<file path="src/rtl/vga_pkg.sv">
// Shared definitions for the VGA pipeline stages: sprite geometry, config
// addresses, sprite FSM states and the colour index type.
package vga_pkg;

    localparam int         SPR_W        = 16;
    localparam logic [4:0] SPR_ADDR_POS = 5'd16;
    localparam logic [4:0] SPR_ADDR_CLR = 5'd17;

    typedef enum logic [2:0] {
        IDLE,
        WAIT_LINE,
        FETCH,
        ARMED,
        SHIFT,
        DONE
    } spr_state_t;

    typedef logic [1:0] color_idx_t;

endpackage

</file>
<file path="src/rtl/vga_sprite_rowmem.sv">
// Sprite row store: HEIGHT x 32-bit register file, one write port and one
// combinational read port (a same-cycle write is not visible to the read).
module vga_sprite_rowmem #(
    parameter int HEIGHT = 16
) (
    input  logic        clk,
    input  logic        reset,
    input  logic        we,
    input  logic [3:0]  wr_addr,
    input  logic [31:0] wr_data,
    input  logic [3:0]  rd_addr,
    output logic [31:0] rd_data
);

    logic [31:0] mem [HEIGHT];

    always_ff @(posedge clk or posedge reset) begin
        if (reset) begin
            for (int i = 0; i < HEIGHT; i++) begin
                mem[i] <= '0;
            end
        end else if (we) begin
            mem[wr_addr] <= wr_data;
        end
    end

    generate
        if (HEIGHT == 16) begin : g_full
            assign rd_data = mem[rd_addr];
        end else begin : g_part
            assign rd_data = (int'(rd_addr) < HEIGHT) ? mem[rd_addr] : '0;
        end
    endgenerate

endmodule

</file>
<file path="src/rtl/vga_sprite.sv">
// Single 16 px x HEIGHT, 2 bpp hardware sprite with a 1-cycle output pipeline.
// Optional sticky sprite/background collision flag: VGA_SPRITE_COLLISION_EN.
module vga_sprite
    import vga_pkg::*;
#(
    parameter int HEIGHT = 16,
    parameter int CW     = 10
) (
    input  logic          clk,
    input  logic          reset,
    input  logic          h_active,
    input  logic          v_active,
    input  logic [CW-1:0] h_counter,
    input  logic [CW-1:0] v_counter,
    input  logic          cfg_we,
    input  logic [4:0]    cfg_addr,
    input  logic [31:0]   cfg_data,
    input  logic [1:0]    bg_color_index,
    output logic [1:0]    spr_index,
    output logic          spr_opaque,
    output logic          collision
);

    logic [CW-1:0]       sh_x, sh_y, lv_x, lv_y;
    logic                sh_en, lv_en;
    logic                row_we, pos_we, frame_start;
    logic signed [CW:0]  dy;
    logic                visible, hit, emit;
    logic [31:0]         row_data, shreg;
    logic [3:0]          pix_cnt;
    spr_state_t          state, state_nxt;
    color_idx_t          idx_p0;
    logic                opq_p0, show_p0;
    logic                unused_cfg;

    assign row_we      = cfg_we && (int'(cfg_addr) < HEIGHT);
    assign pos_we      = cfg_we && (cfg_addr == SPR_ADDR_POS);
    assign frame_start = (h_counter == '0) && (v_counter == '0);
    assign unused_cfg  = ^{cfg_data[15:CW], cfg_data[30:16+CW]};

    vga_sprite_rowmem #(.HEIGHT(HEIGHT)) u_rowmem (
        .clk     (clk),
        .reset   (reset),
        .we      (row_we),
        .wr_addr (cfg_addr[3:0]),
        .wr_data (cfg_data),
        .rd_addr (dy[3:0]),
        .rd_data (row_data)
    );

    // Software writes land in the shadow; live only changes at frame start.
    always_ff @(posedge clk or posedge reset) begin
        if (reset) begin
            sh_x  <= '0;
            sh_y  <= '0;
            sh_en <= 1'b0;
            lv_x  <= '0;
            lv_y  <= '0;
            lv_en <= 1'b0;
        end else begin
            if (frame_start) begin
                lv_x  <= sh_x;
                lv_y  <= sh_y;
                lv_en <= sh_en;
            end
            if (pos_we) begin
                sh_x  <= cfg_data[CW-1:0];
                sh_y  <= cfg_data[16 +: CW];
                sh_en <= cfg_data[31];
            end
        end
    end

    // Negative or too-large dy means the current line misses the sprite.
    assign dy      = $signed({1'b0, v_counter}) - $signed({1'b0, lv_y});
    assign visible = !dy[CW] && (dy[CW-1:0] < CW'(HEIGHT));
    assign hit     = h_active && (h_counter == lv_x);

    // Pixel 0 goes out on the matching cycle so the output lands exactly
    // one clock after its h_counter; SHIFT then carries pixels 1..15.
    assign emit = ((state == ARMED) && hit) || (state == SHIFT);

    always_comb begin
        state_nxt = state;
        case (state)
            IDLE:      if (lv_en) state_nxt = WAIT_LINE;
            WAIT_LINE: if (!h_active && v_active && visible) state_nxt = FETCH;
            FETCH:     state_nxt = ARMED;
            ARMED:     if (hit) state_nxt = SHIFT;
            SHIFT:     if (!h_active || (pix_cnt == 4'd15)) state_nxt = DONE;
            DONE:      if (!h_active) state_nxt = WAIT_LINE;
            default:   state_nxt = IDLE;
        endcase
        if (!lv_en) begin
            state_nxt = IDLE;
        end
    end

    always_ff @(posedge clk or posedge reset) begin
        if (reset) begin
            state   <= IDLE;
            pix_cnt <= '0;
        end else begin
            state <= state_nxt;
            case (state)
                FETCH:   pix_cnt <= 4'd0;
                ARMED:   if (hit) pix_cnt <= 4'd1;
                SHIFT:   pix_cnt <= pix_cnt + 4'd1;
                default: pix_cnt <= pix_cnt;
            endcase
        end
    end

    always_ff @(posedge clk) begin
        if (state == FETCH) begin
            shreg <= row_data;
        end else if (emit) begin
            shreg <= {shreg[29:0], 2'b00};
        end
    end

    // Stage p0: pixel select; registered into the sprite outputs.
    assign show_p0 = emit && h_active && v_active && lv_en;
    assign idx_p0  = show_p0 ? color_idx_t'(shreg[31:30]) : color_idx_t'(2'd0);
    assign opq_p0  = show_p0 && (shreg[31:30] != 2'd0);

    always_ff @(posedge clk or posedge reset) begin
        if (reset) begin
            spr_index  <= '0;
            spr_opaque <= 1'b0;
        end else begin
            spr_index  <= idx_p0;
            spr_opaque <= opq_p0;
        end
    end

`ifdef VGA_SPRITE_COLLISION_EN
    logic coll_set, coll_clr;

    assign coll_set = opq_p0 && (bg_color_index != 2'd0);
    assign coll_clr = cfg_we && (cfg_addr == SPR_ADDR_CLR);

    // A set in the same cycle as a clear wins.
    always_ff @(posedge clk or posedge reset) begin
        if (reset) begin
            collision <= 1'b0;
        end else if (coll_set) begin
            collision <= 1'b1;
        end else if (coll_clr) begin
            collision <= 1'b0;
        end
    end
`else
    logic unused_bg;

    assign unused_bg = ^bg_color_index;
    assign collision = 1'b0;
`endif

endmodule

</file>
<file path="config.mk">
export PLATFORM = sky130hd
export DESIGN_NAME = vga_sprite
export DESIGN_NICKNAME = d
export VERILOG_FILES = /design/src/rtl/vga_pkg.sv /design/src/rtl/vga_sprite_rowmem.sv /design/src/rtl/vga_sprite.sv
export SDC_FILE = /design/constraint.sdc
export NUM_CORES = 1
export LEC_CHECK = 0
export ABC_CLOCK_PERIOD_IN_PS = 35300
export BUFFER_PORTS_ARGS = -buffer_cell sky130_fd_sc_hd__buf_2
export CORE_ASPECT_RATIO = 1.2
export CORE_MARGIN = 1.5
export CORE_UTILIZATION = 40
export CTS_BUF_LIST = sky130_fd_sc_hd__clkbuf_2
export DETAILED_ROUTE_END_ITERATION = 8
export GPL_TIMING_DRIVEN = 0
export PLACE_DENSITY = 0.6
export REMOVE_ABC_BUFFERS = 1
export SYNTH_ARGS = -nofsm -noshare
export SYNTH_HDL_FRONTEND = slang
export SYNTH_SLANG_ARGS = --single-unit
</file>
<file path="constraint.sdc">
create_clock -name clk -period 35.3 [get_ports clk]
set_clock_uncertainty 0.15 [all_clocks]
set_input_delay 7.06 -clock clk [delete_from_list [all_inputs] [get_ports clk]]
set_output_delay 7.06 -clock clk [all_outputs]
set_load 0.03 [all_outputs]
</file>
---- Yosys cells after proc, flatten, opt, wreduce, memory -nomap -nowiden ----
Index checks and enable logic that the tools add are counted.
operators by class
  add/subtract/negate cells ............... 2
  $lt $le $gt $ge ......................... 5
  eq/ne operators ......................... 13
  multiplexer cells ....................... 17
  bitwise operators ....................... 2
  reductions and logical operators ........ 25
operators by type and width
  cell                                                 number
  bitwise mux 512 bit                                  1
  two-way mux 32 bit                                   5
  binary-select mux 32 bit (select 4 bit)              1
  demux 32 bit (select 4 bit)                          1
  logical NOT 10 bit                                   2
  one-hot mux 3 bit (6 select lines)                   1
  two-way mux 3 bit                                    5
  logical AND 1 bit                                    13
  one-hot mux 4 bit (3 select lines)                   1
  subtractor 10 x 10 -> 11 bit                         1
  equality test 10 bit                                 1
  >= comparator 5 bit, second input constant           2
  < comparator 10 x 5 -> 1 bit, second input constant  1
  NOT 4 -> 5 bit                                       2
  inequality test 3 bit, second input constant         3
  equality test 3 x 2 -> 1 bit, second input constant  2
  equality test 3 bit, second input constant           2
  equality test 5 bit, second input constant           1
  < comparator 5 x 1 -> 1 bit, second input constant   1
  < comparator 5 bit, second input constant            1
  adder 4 x 1 -> 4 bit, second input constant          1
  equality test 4 bit, second input constant           1
  two-way mux 4 bit                                    1
  AND reduction 4 bit                                  1
  other kinds (10)                                     13
storage, ports and cells
  bits in registers ....................... 596
  input port bits ......................... 64
  output and inout port bits .............. 4
  word-level logic and storage cells ...... 91

---- Logic depth before layout (Yosys ltp) ----
  depth in word-level cells ............... 8
  depth in mapped cells ................... 10
  depth with buffers taken out ............ 10

---- Modules after synthesis ----
Synthesis repeated with hierarchy kept, for this count alone.
second synthesis, totals
  cells, all modules ...................... 1726
  area total of the unflattened synthesis .. 27055.9 µm²
modules (own cells, without submodules)
  module             instances  cells an instance  area an instance (µm²)  sequential area each (µm²)
  vga_sprite_rowmem  1          1410               22945.8                 12812.3
  vga_sprite         1          316                4110.2                  2262.2

---- Worst setup path before layout ----
OpenSTA, ideal clock, no wires.
  path kind ............................... input to register
  from .................................... input port v_counter[0]
  to ...................................... register shreg[19], data pin
  setup time .............................. 0.260 ns
  arrival time ............................ 9.867 ns
  path slack .............................. 25.023 ns
  stages .................................. 8
  path buffers ............................ 2
  cell sequence ........................... inv_1 ha_1 fa_1 buf_2 buf_1 mux4_2 mux4_2 mux2_2
between the ends
  cells in the longest elaborated chain, start to end .. 6
ends and longest elaborated chain
  item                                                    line                     source
  from (decl)                                             vga_sprite.sv:14         input logic [CW-1:0] v_counter,
  subtractor 10 x 10 -> 11 bit                            vga_sprite.sv:75         assign dy = $signed({1'b0, v_counter}) - $signed({1'b0, lv_y});
  NOT 4 -> 5 bit (not written as such)                    vga_sprite_rowmem.sv:29  assign rd_data = mem[rd_addr];
  binary-select mux 32 bit (select 4 bit)                 vga_sprite_rowmem.sv:29
  two-way mux 32 bit (not written as such) (2 in series)  vga_sprite_rowmem.sv:29
  two-way mux 32 bit                                      vga_sprite.sv:115        if (state == FETCH) begin
  to (signal assigned)                                    vga_sprite.sv:116        shreg <= row_data;
  to (signal assigned)                                    vga_sprite.sv:118        shreg <= {shreg[29:0], 2'b00};
  to (decl)                                               vga_sprite.sv:29         logic [31:0] row_data, shreg;
Every way passes these cells. The select of a mux whose other input is x is not followed.
A chain may end at the register's enable or synchronous reset.

---- Final worst setup path ----
  from .................................... input port v_counter[0]
  to ...................................... register shreg[21], data pin
Same word-level chain as after synthesis.

==> metrics <==
status=complete, no violations; Rel. slew slack=a little over a third; Syn Area/Cell=16.2 µm²; Synth Warn #=0; crit path max fanout=32; fillcell total=approximately 5,800; Final Power=about 1.6 mW; Least-Margin Pin Slew=approximately 0.98 ns; top post-synthesis cells by area=dfrtp_1, mux2_2, mux4_2, edfxtp_1, clkbuf_1; Final Cycle Share=a little over a quarter; Final Setup Violations=0; Via Count=roughly 15,000; switching power=around 0.43 mW; Comb pwr share=between 10% and 20%; drt drc=0; Ports=68; Final ANT Viol Nets=0; initial antenna violation count=5; Main synth FF type=dfrtp_1; Int Pwr=1.17 mW; layout cells sized above 1=between 50% and 60%; clk root buf=clkbuf_2; synthesized area=roughly 27,000 µm²; Post-synth EDFFs=32; Layout area overhead=12.9%; Peak Freq=about 0.11 GHz; design area=approximately 30,000 µm²; WS Path Type=primary input to flip-flop; area of the multi-input gates=11,300 µm²; worst skew pair latency=roughly 1.3 ns; TritonCTS clock tree=done; startpoint types=primary input; Static Leak=about 14 nW; DP HPWL=between 40 and 50 mm; number of synthesized register bits=a little under 600; post_cts resized=0; share of the synthesized area in the top cell type=52.5%; first-pass GRT wire length=about 100 mm; Seq pwr share=53.9%; per-cell routed wire length=23.4 µm; Vias/cell=between 5 and 6; RSZ-0062 raised after global routing=false; RePlAce Congestion=between 0.7 and 0.8; number of max-cap violations=0; fin. max-slew vios=0; Cell Count Post-Placement=approximately 2,500; hold_buf cts=0; leading area contributor after synthesis=dfrtp_1; clk buf depth=3; switching power share of the total=26.8%; largest net degree at the start of global routing=~140; chip width=~240 µm; Finished Layout Cells=between 2,000 and 3,000; cell count after synthesis=between 1,500 and 2,000; CP arrival=just over 10 ns; FP Rows=around 100; HP Class=flip-flop to flip-flop; Inserted Clock Buffers=154; clock slew at reported path FFs=0.10 ns; Post-DP Area=28,900 µm²; Max IR drop VDD=about 0.030 mV; Reg area=between 15,000 and 20,000 µm²; ys async rst share=between 90% and 100%; grt total ovfl=0; DRT iter0 DRCs=867; full die area=slightly below 70,000 µm²; Final Net Count=1,878; min cycle time layout=between 9 and 10 ns; initial core utilization=between 40% and 50%; Netlist cell types=56; Seq/Total Area, Yosys=between 50 and 60%; Clock Sinks=596; setup repair bufs after CTS=0; Port Buffers=64; Setup TNS Final=0 ns; overall routed net length=around 66 mm; vias in the first global route=about 17,000; clock group share of total power=30.0%; DR pass1 iterations=7; DIE HEIGHT=roughly 290 µm; Final Hold Viols=0; Core ar.=roughly 66,000 µm²; CTS H-tree lvls=4; P per Cell Area=around 53 nW/µm²; Worst Path Required=~36 ns; overall routing resource usage=between 20% and 30%; CP Capture Type=flip-flop
per-layer routing:
| metal | part of all wire, % | vias up | global-route usage [%] |
|---|---|---|---|
| met5 | 0.038 | - | 0 |
| met4 | 1.8 | 4 | 5.95 |
| met1 | 45 | 8297 | 27.4 |
| met2 | 49 | 352 | 31.9 |
| li1 | - | 6607 | - |
| met3 | 4.3 | 103 | 4.54 |
critical path, stage by stage:
cell and delay [ns]:
buf_2 0.09, inv_1 0.07, ha_4 0.17, fa_4 1.04, buf_16 0.29, buf_16 0.26, mux4_2 0.52, mux4_2 0.51
mux2_2 0.28
cell usage in the layout, fill, tap and decap left out, types with 20 or more instances in the layout:
master	n
dfrtp_1	564
mux2_2	556
clkbuf_2	238
mux4_2	158
buf_2	64
edfxtp_1	32
clkinv_1	25
nand2_1	24
mux2_1	22
o21ai_0	20
layout make-up:
| type | count | share of cell area (%) |
|---|---|---|
| flip-flops and latches | 596 | 49.7 |
| clock buffers | 238 | 3.93 |
| multi-input cells | 916 | 37.4 |
| inverters | 18 | 0.247 |
| clock inverters | 36 | 0.722 |
| repair buffers | 116 | 4.35 |
| diodes | 1 | 0.00825 |
| well taps | 892 | 3.68 |
state kept, by name, indices dropped and copies added, names as in the netlist:
name	count
spr_index	2
lv_x	10
pix_cnt	4
sh_en	1
lv_y	10
sh_y	10
state	3
spr_opaque	1
u_rowmem.mem	512
shreg	32
lv_en	1
sh_x	10
Yosys cell counts, types with 2 or more instances:
cell type	count
a31oi_1	2
edfxtp_1	32
mux2_2	556
nor2b_1	4
a2111oi_0	2
buf_1	47
inv_1	18
a21oi_1	10
nor4_1	6
and3_1	2
xnor2_1	12
nor2_1	18
dfrtp_1	564
ha_1	11
o21a_1	3
o21ai_0	20
nand4_1	7
nor3_1	6
nand3_1	5
buf_2	6
o211ai_1	3
mux4_2	158
mux2i_1	2
a21o_1	4
clkbuf_1	75
mux2_1	22
nand2_1	33
and2_1	3
worst paths after layout:
check                                     from                             to  slack [ns]  cells past startpoint
min in group asynchronous                reset  u_rowmem.mem[225]$_DFFE_PP0P_        5.77                      2
setup reg to reg           lv_y[0]$_DFFE_PP0P_            shreg[21]$_DFFE_PP_       31.34                      7
hold reg to reg            sh_y[5]$_DFFE_PP0P_            lv_y[5]$_DFFE_PP0P_        0.34                      2
hold / removal             sh_y[5]$_DFFE_PP0P_            lv_y[5]$_DFFE_PP0P_        0.34                      2
setup / recovery                  v_counter[0]            shreg[21]$_DFFE_PP_       25.81                      9
max in group asynchronous                reset  u_rowmem.mem[506]$_DFFE_PP0P_       27.43                      4
power by group through the flow:
stage	Sequential, mW	Clock (mW)	Combinational, mW
floorplan	0.856	0	0.208
global placement	0.868	0	0.253
detailed placement	0.876	0	0.262
CTS	0.861	0.500	0.262
global route	0.876	0.537	0.279
finish	0.862	0.480	0.257
metrics by stage:
stage,hold WS [ns],setup WS (ns),util (%)
after floorplan,0.294,12.32,-
after global placement,0.308,7.23,42.1
after detailed placement,0.319,24.50,43.7
after CTS,0.340,25.94,45.9
after global routing,0.347,25.86,45.9
final,0.337,25.81,45.9
logic make-up (layout without fill, tap and decap cells):
| logic type | count (synthesis) | in the layout | share of synthesized area [%] |
|---|---|---|---|
| AO/OA/AOI/OAI | 59 | 59 | 1.50 |
| XOR/XNOR | 13 | 13 | 0.424 |
| adder cells (fa/ha/maj) | 12 | 12 | 0.587 |
| buffers and inverters | 147 | 408 | 2.10 |
| flip-flops | 596 | 596 | 56.1 |
| multiplexers | 738 | 738 | 37.5 |
| other | 1 | 2 | 0.0140 |
| AND/OR/NAND/NOR | 93 | 93 | 1.72 |
Power figures use the tool's default switching activity.
